[config.mk]
export PLATFORM = sky130hd
export DESIGN_NAME = sine_table_loader
export DESIGN_NICKNAME = d
export VERILOG_FILES = /design/src/rtl/sine_table_loader.sv
export SDC_FILE = /design/constraint.sdc
export NUM_CORES = 1
export LEC_CHECK = 0
export BUFFER_PORTS_ARGS = -buffer_cell sky130_fd_sc_hd__buf_4
export CAP_MARGIN = 20
export CORE_ASPECT_RATIO = 0.6
export CORE_MARGIN = 2
export CORE_UTILIZATION = 58
export CTS_CLUSTER_SIZE = 25
export DETAILED_ROUTE_END_ITERATION = 10
export PLACE_DENSITY = 0.87
export SYNTH_ARGS = -nofsm -noshare
export SYNTH_HDL_FRONTEND = slang
export SYNTH_SLANG_ARGS = --single-unit
[constraint.sdc]
create_clock -name i_Clock -period 4 [get_ports i_Clock]
set_input_delay 1.2 -clock i_Clock [delete_from_list [all_inputs] [get_ports i_Clock]]
set_output_delay 1.2 -clock i_Clock [all_outputs]
set_load 0.01 [all_outputs]
[src/rtl/sine_table_loader.sv]
// -----------------------------------------------------------------------------
// sine_table_loader
//
// Loads the waveform-stage sine table from a byte stream. Each pair of
// accepted bytes forms one 16-bit word, written to consecutive addresses
// starting at 0. A full load is WORD_COUNT writes, after which the loader
// parks in DONE until the next start request.
//
// Parameters
//   WORD_COUNT  number of 16-bit entries per load (1..16384)
//   BIG_ENDIAN  0: first byte of a word is the low byte; 1: it is the high byte
//
// Ports
//   i_Clock                  clock, rising-edge active
//   i_Reset                  asynchronous active-high reset
//   i_Start                  one-cycle request to (re)start a load at address 0
//   i_ByteValid / i_Byte     byte stream; a byte moves when o_ByteReady is high
//   o_ByteReady              loader can take i_Byte this cycle
//   o_SineTableWriteEnable   one-cycle write strobe to the table
//   o_SineTableWriteAddress  table write address (holds last written value)
//   o_SineTableWriteValue    table write data, bit 15 always 0 (holds last value)
//   o_Busy                   load in progress; table contents are in flux
//   o_Done                   last load completed all WORD_COUNT writes
//   o_FormatError            sticky; a received word had bit 15 set
// -----------------------------------------------------------------------------
module sine_table_loader #(
  parameter int WORD_COUNT = 16384,
  parameter bit BIG_ENDIAN = 1'b0
) (
  input  logic        i_Clock,
  input  logic        i_Reset,
  input  logic        i_Start,
  input  logic        i_ByteValid,
  input  logic [7:0]  i_Byte,
  output logic        o_ByteReady,
  output logic        o_SineTableWriteEnable,
  output logic [13:0] o_SineTableWriteAddress,
  output logic [15:0] o_SineTableWriteValue,
  output logic        o_Busy,
  output logic        o_Done,
  output logic        o_FormatError
);

  typedef enum logic [2:0] {
    S_IDLE,
    S_BYTE0,
    S_BYTE1,
    S_WRITE,
    S_DONE
  } state_e;

  localparam logic [13:0] LAST_ADDR = 14'(WORD_COUNT - 1);

  state_e      state_q, state_d;
  logic [13:0] addr_cnt_q, addr_cnt_d;      // address of the word being assembled
  logic [7:0]  byte_q, byte_d;              // first byte of the current word
  logic [13:0] wr_addr_q, wr_addr_d;        // last written address (output)
  logic [15:0] wr_value_q, wr_value_d;      // last written value (output)
  logic        format_error_q, format_error_d;

  logic        accept;
  logic [15:0] word;

  assign accept = o_ByteReady & i_ByteValid;
  assign word   = BIG_ENDIAN ? {byte_q, i_Byte} : {i_Byte, byte_q};

  // ---------------------------------------------------------------------------
  // State and datapath registers
  // ---------------------------------------------------------------------------
  // NOTE: clocked state uses non-blocking assignments so every flop samples
  // the pre-edge values of the others, regardless of statement order.
  always_ff @(posedge i_Clock or posedge i_Reset) begin
    if (i_Reset) begin
      state_q        <= S_IDLE;
      addr_cnt_q     <= '0;
      byte_q         <= '0;
      wr_addr_q      <= '0;
      wr_value_q     <= '0;
      format_error_q <= 1'b0;
    end else begin
      state_q        <= state_d;
      addr_cnt_q     <= addr_cnt_d;
      byte_q         <= byte_d;
      wr_addr_q      <= wr_addr_d;
      wr_value_q     <= wr_value_d;
      format_error_q <= format_error_d;
    end
  end

  // ---------------------------------------------------------------------------
  // Next-state logic
  // ---------------------------------------------------------------------------
  // NOTE: every combinational output is given a default before the case
  // statement so no path leaves it unassigned and a latch is never inferred.
  always_comb begin
    state_d = state_q;
    if (i_Start) begin
      state_d = S_BYTE0;
    end else begin
      unique case (state_q)
        S_BYTE0: if (accept) state_d = S_BYTE1;
        S_BYTE1: if (accept) state_d = S_WRITE;
        S_WRITE: state_d = (addr_cnt_q == LAST_ADDR) ? S_DONE : S_BYTE0;
        default: state_d = state_q;   // IDLE and DONE wait for i_Start
      endcase
    end
  end

  // ---------------------------------------------------------------------------
  // Datapath next values
  // ---------------------------------------------------------------------------
  always_comb begin
    addr_cnt_d     = addr_cnt_q;
    byte_d         = byte_q;
    wr_addr_d      = wr_addr_q;
    wr_value_d     = wr_value_q;
    format_error_d = format_error_q;
    if (i_Start) begin
      // Write outputs keep the last written entry; only the load state restarts.
      addr_cnt_d     = '0;
      byte_d         = '0;
      format_error_d = 1'b0;
    end else begin
      unique case (state_q)
        S_BYTE0: if (accept) byte_d = i_Byte;
        S_BYTE1: begin
          if (accept) begin
            // Output registers update on entry to WRITE so address and value
            // are valid in the same cycle as the strobe.
            wr_addr_d      = addr_cnt_q;
            wr_value_d     = {1'b0, word[14:0]};
            format_error_d = format_error_q | word[15];
          end
        end
        S_WRITE: begin
          // The counter stops on the last entry rather than wrapping.
          if (addr_cnt_q != LAST_ADDR) addr_cnt_d = addr_cnt_q + 14'd1;
        end
        default: ;
      endcase
    end
  end

  // ---------------------------------------------------------------------------
  // Outputs
  // ---------------------------------------------------------------------------
  // All outputs derive from asynchronously reset flops, so reset clears them
  // (including the write strobe) without waiting for a clock edge.
  always_comb begin
    o_ByteReady             = ((state_q == S_BYTE0) || (state_q == S_BYTE1)) && !i_Start;
    o_SineTableWriteEnable  = (state_q == S_WRITE);
    o_Busy                  = (state_q == S_BYTE0) || (state_q == S_BYTE1) ||
                              (state_q == S_WRITE);
    o_Done                  = (state_q == S_DONE);
    o_FormatError           = format_error_q;
    o_SineTableWriteAddress = wr_addr_q;
    o_SineTableWriteValue   = wr_value_q;
  end

endmodule

==> flow_summary.yaml <==
timing:
  setup_viol: 0
  worst_slew_pin_slew_ns: 0.943
  slew_violations: 0
  hold_viol: 0
  layout_min_cycle_time_ns: 2.99
  layout_worst_path_cycle_share_pct: 74.8
  timing.fmax_ghz: 0.334
  fin_worst_skew_ns: 0.00875
  slew_headroom_pct: 36.6
  rsz0062_at_grt: "no"
  finalSetupTns_ns: 0
yosys:
  synth.cell_area_mm2: 0.00242
  ys_types: 39
  syn_inst: 201
  synthArstFlopShare_pct: 100
  synth_seq_cells: 55
  synth_edf_count: 0
  yosysWarningCount: 0
  ys_seq_area_share_pct: 56.8
  synthFlopType: "dfrtp_1"
  syn_nets: 214
  avgSynthCellArea_um2: 12.0
cells_and_area:
  area_delta_synth_final_pct: 20.5
  postLayoutCoreUtil_pct: 71.9
  n_antenna_cell: 0
  fin_nets: 260
  drive_above_1_share_pct: 38.1
placement:
  place_congestion: 0.867
  io_buffer_count: 45
  dp_hpwl_mm: 3.51
worst_setup_path:
  reg2reg_slack_ns: 1.69
  rr_endpoint: "addr_cnt_q[11]$_DFFE_PP0P_"
  cp_max_fo: 30
  critical_path.startpoint: "i_Start"
  cp-start-kind: "input port"
  end_kind: "output port"
  crit_arrival_ns: 1.79
  required_ns: 2.80
  endpoint: "o_ByteReady"
  worstReg2RegStart: "addr_cnt_q[0]$_DFFE_PP0P_"
  crit_type: "input port to output port"
  rr_worst_depth: 5
die:
  ios: 47
  start_util_pct: 59.7
  die_width_um: 87.4
  rows: 18
  core_mm2: 0.00405
  fp.dieH_um: 54.0
  dieArea_mm2: 0.00472
power:
  power_frac_comb_pct: 12.2
  p_switching_uw: 264
  vdd_drop_max_mv: 0.254
  swShare_pct: 23.9
  leakagePower_uw: 0.00141
  p_int_uw: 839
  clkPwrFrac_pct: 32.7
  pwr-share-seq_pct: 55.1
  p_per_area_mw_per_mm2: 378
cts:
  ctsResizeCount: 0
  cts_setup_buffers: 0
  insertion_delay_ns: 0.32
  ctsHoldBuffers: 0
  htreeDepth: 2
  cts_buffers: 5
  cts_buffer_depth: 2
  cts_root_buffer: "clkbuf_8"
  path_clk_slew_ns: 0.10
  cts_num_sinks: 55
  cts_tree: "done"
routing:
  drtAntennaViolNets: 0
  firstDrtPassIters: 4
  drtIter0Drc: 131
  wl_mm: 4.90
  num_vias: 1743
  post-route-drc-count: 0
  via_per_inst: 5.87
  post_drt_wl_per_cell_um: 16.5
job:
  maxCapViolations: 0
worst_hold_path:
  whs_path_depth: 2
  hp-class: "register to register"
global_routing:
  antenna_found_initial: 0
  grt_first_pass_wirelength_mm: 7.79
  grt-ovfl-total: 0
  grt_max_degree: 35
  grt.total_usage_pct: 22.4
  grt_pass1_vias: 1597
status:
  outcome: "complete, no violations"
==> synth_stat cells (all sizes together) (2+ instances only) <==
master	number	share of area, %
dfrtp	55	57
mux2	31	14
nor2	18	2.8
a21oi	11	2.3
mux2i	9	3.7
buf	8	2.0
or3	8	2.1
inv	6	0.93
nor3	6	1.2
nand2	5	0.78
nand4	5	1.3
o21ai	5	1.0
nand3	4	0.83
o31ai	3	0.93
or4	3	1.1
a31oi	2	0.52
clkbuf	2	0.31
nor2b	2	0.52
nor4	2	0.78
or2	2	0.52
==> sequential cells by signal, indices dropped and copies added (netlist names) <==
| name | cells |
|---|---|
| state_q | 3 |
| o_SineTableWriteAddress | 14 |
| o_SineTableWriteValue | 15 |
| byte_q | 8 |
| o_FormatError | 1 |
| addr_cnt_q | 14 |
==> placed cells by master, fill, tap and decap left out, drive strengths merged <==
| master | instances |
|---|---|
| clkbuf | 5 |
| mux2i | 9 |
| bufinv | 1 |
| nor2 | 18 |
| a211o | 1 |
| nor3 | 6 |
| nand2 | 5 |
| o21ai | 5 |
| inv | 6 |
| nand2b | 1 |
| and2b | 1 |
| a21oi | 11 |
| nand4 | 5 |
| a31oi | 2 |
| conb | 1 |
| nor4 | 2 |
| o311ai | 1 |
| ha | 1 |
| and2 | 1 |
| o31ai | 3 |
| nor4bb | 1 |
| o41ai | 1 |
| nor2b | 2 |
| or2 | 2 |
| or3 | 8 |
| clkinvlp | 1 |
| a211oi | 1 |
| buf | 49 |
| nand3b | 1 |
| xnor2 | 1 |
| or4 | 3 |
| nor4b | 1 |
| nand3 | 4 |
| o22ai | 1 |
| dfrtp | 55 |
| mux2 | 31 |
==> per-layer routing <==
metal,global-route usage [%],vias up,routed length [um]
li1,-,817,-
met1,32.2,871,2300
met2,34.3,49,2320
met3,6.44,6,237
met4,4.62,0,40
met5,0,-,0
==> worst max-delay path, stage by stage <==
cell and delay, ns:
buf_4 0.22, nor3_1 0.22, buf_4 0.15
==> area by class of cell <==
class	count	area [um2]
clock inverters	2	37.5
inverters	6	22.5
clock buffers	5	68.8
multi-input cells	130	981
fillers	302	1140
flip-flops and latches	55	1380
well taps	50	62.6
repair buffers	49	368
==> kinds of logic after synthesis <==
logic type | Yosys count | share of synthesized area (%)
buffers and inverters | 16 | 3.26
AO/OA/AOI/OAI | 26 | 6.41
AND/OR/NAND/NOR | 61 | 14.3
flip-flops | 55 | 56.8
XOR/XNOR | 1 | 0.362
multiplexers | 40 | 18.1
adder cells (fa/ha/maj) | 1 | 0.517
other | 1 | 0.155
==> per-stage QoR <==
step           hold WS (ns)  worst slack, ns  instances  total power, uW  area, um2
2_1_floorplan         0.479            0.906        201              689       2420
3_3_place_gp          0.483             1.03        290              747       2810
3_5_place_dp          0.490             1.00        290              755       2810
4_1_cts               0.514             1.00        297             1110       2920
5_1_grt               0.534            0.941        297             1150       2920
6_report              0.507             1.01        297             1100       2920
==> power by group through the flow <==
stage	logic, uW	clock network (uW)	registers (uW)
2_1_floorplan	67.6	0	621
3_3_place_gp	131	0	616
3_5_place_dp	136	0	619
4_1_cts	136	370	608
5_1_grt	148	390	612
6_report	134	361	607
==> worst min-delay path by stage <==
stage                                                       from                                endpoint
final                                  o_FormatError$_DFFE_PP0P_               o_FormatError$_DFFE_PP0P_
after global routing      o_SineTableWriteAddress[8]$_DFFE_PP0P_  o_SineTableWriteAddress[8]$_DFFE_PP0P_
after CTS                              o_FormatError$_DFFE_PP0P_               o_FormatError$_DFFE_PP0P_
after detailed placement               o_FormatError$_DFFE_PP0P_               o_FormatError$_DFFE_PP0P_
after global placement                     byte_q[5]$_DFFE_PP0P_    o_SineTableWriteValue[5]$_DFFE_PP0P_
after floorplan                            byte_q[0]$_DFFE_PP0P_    o_SineTableWriteValue[0]$_DFFE_PP0P_
No activity file was read; power rests on OpenSTA's default activity.
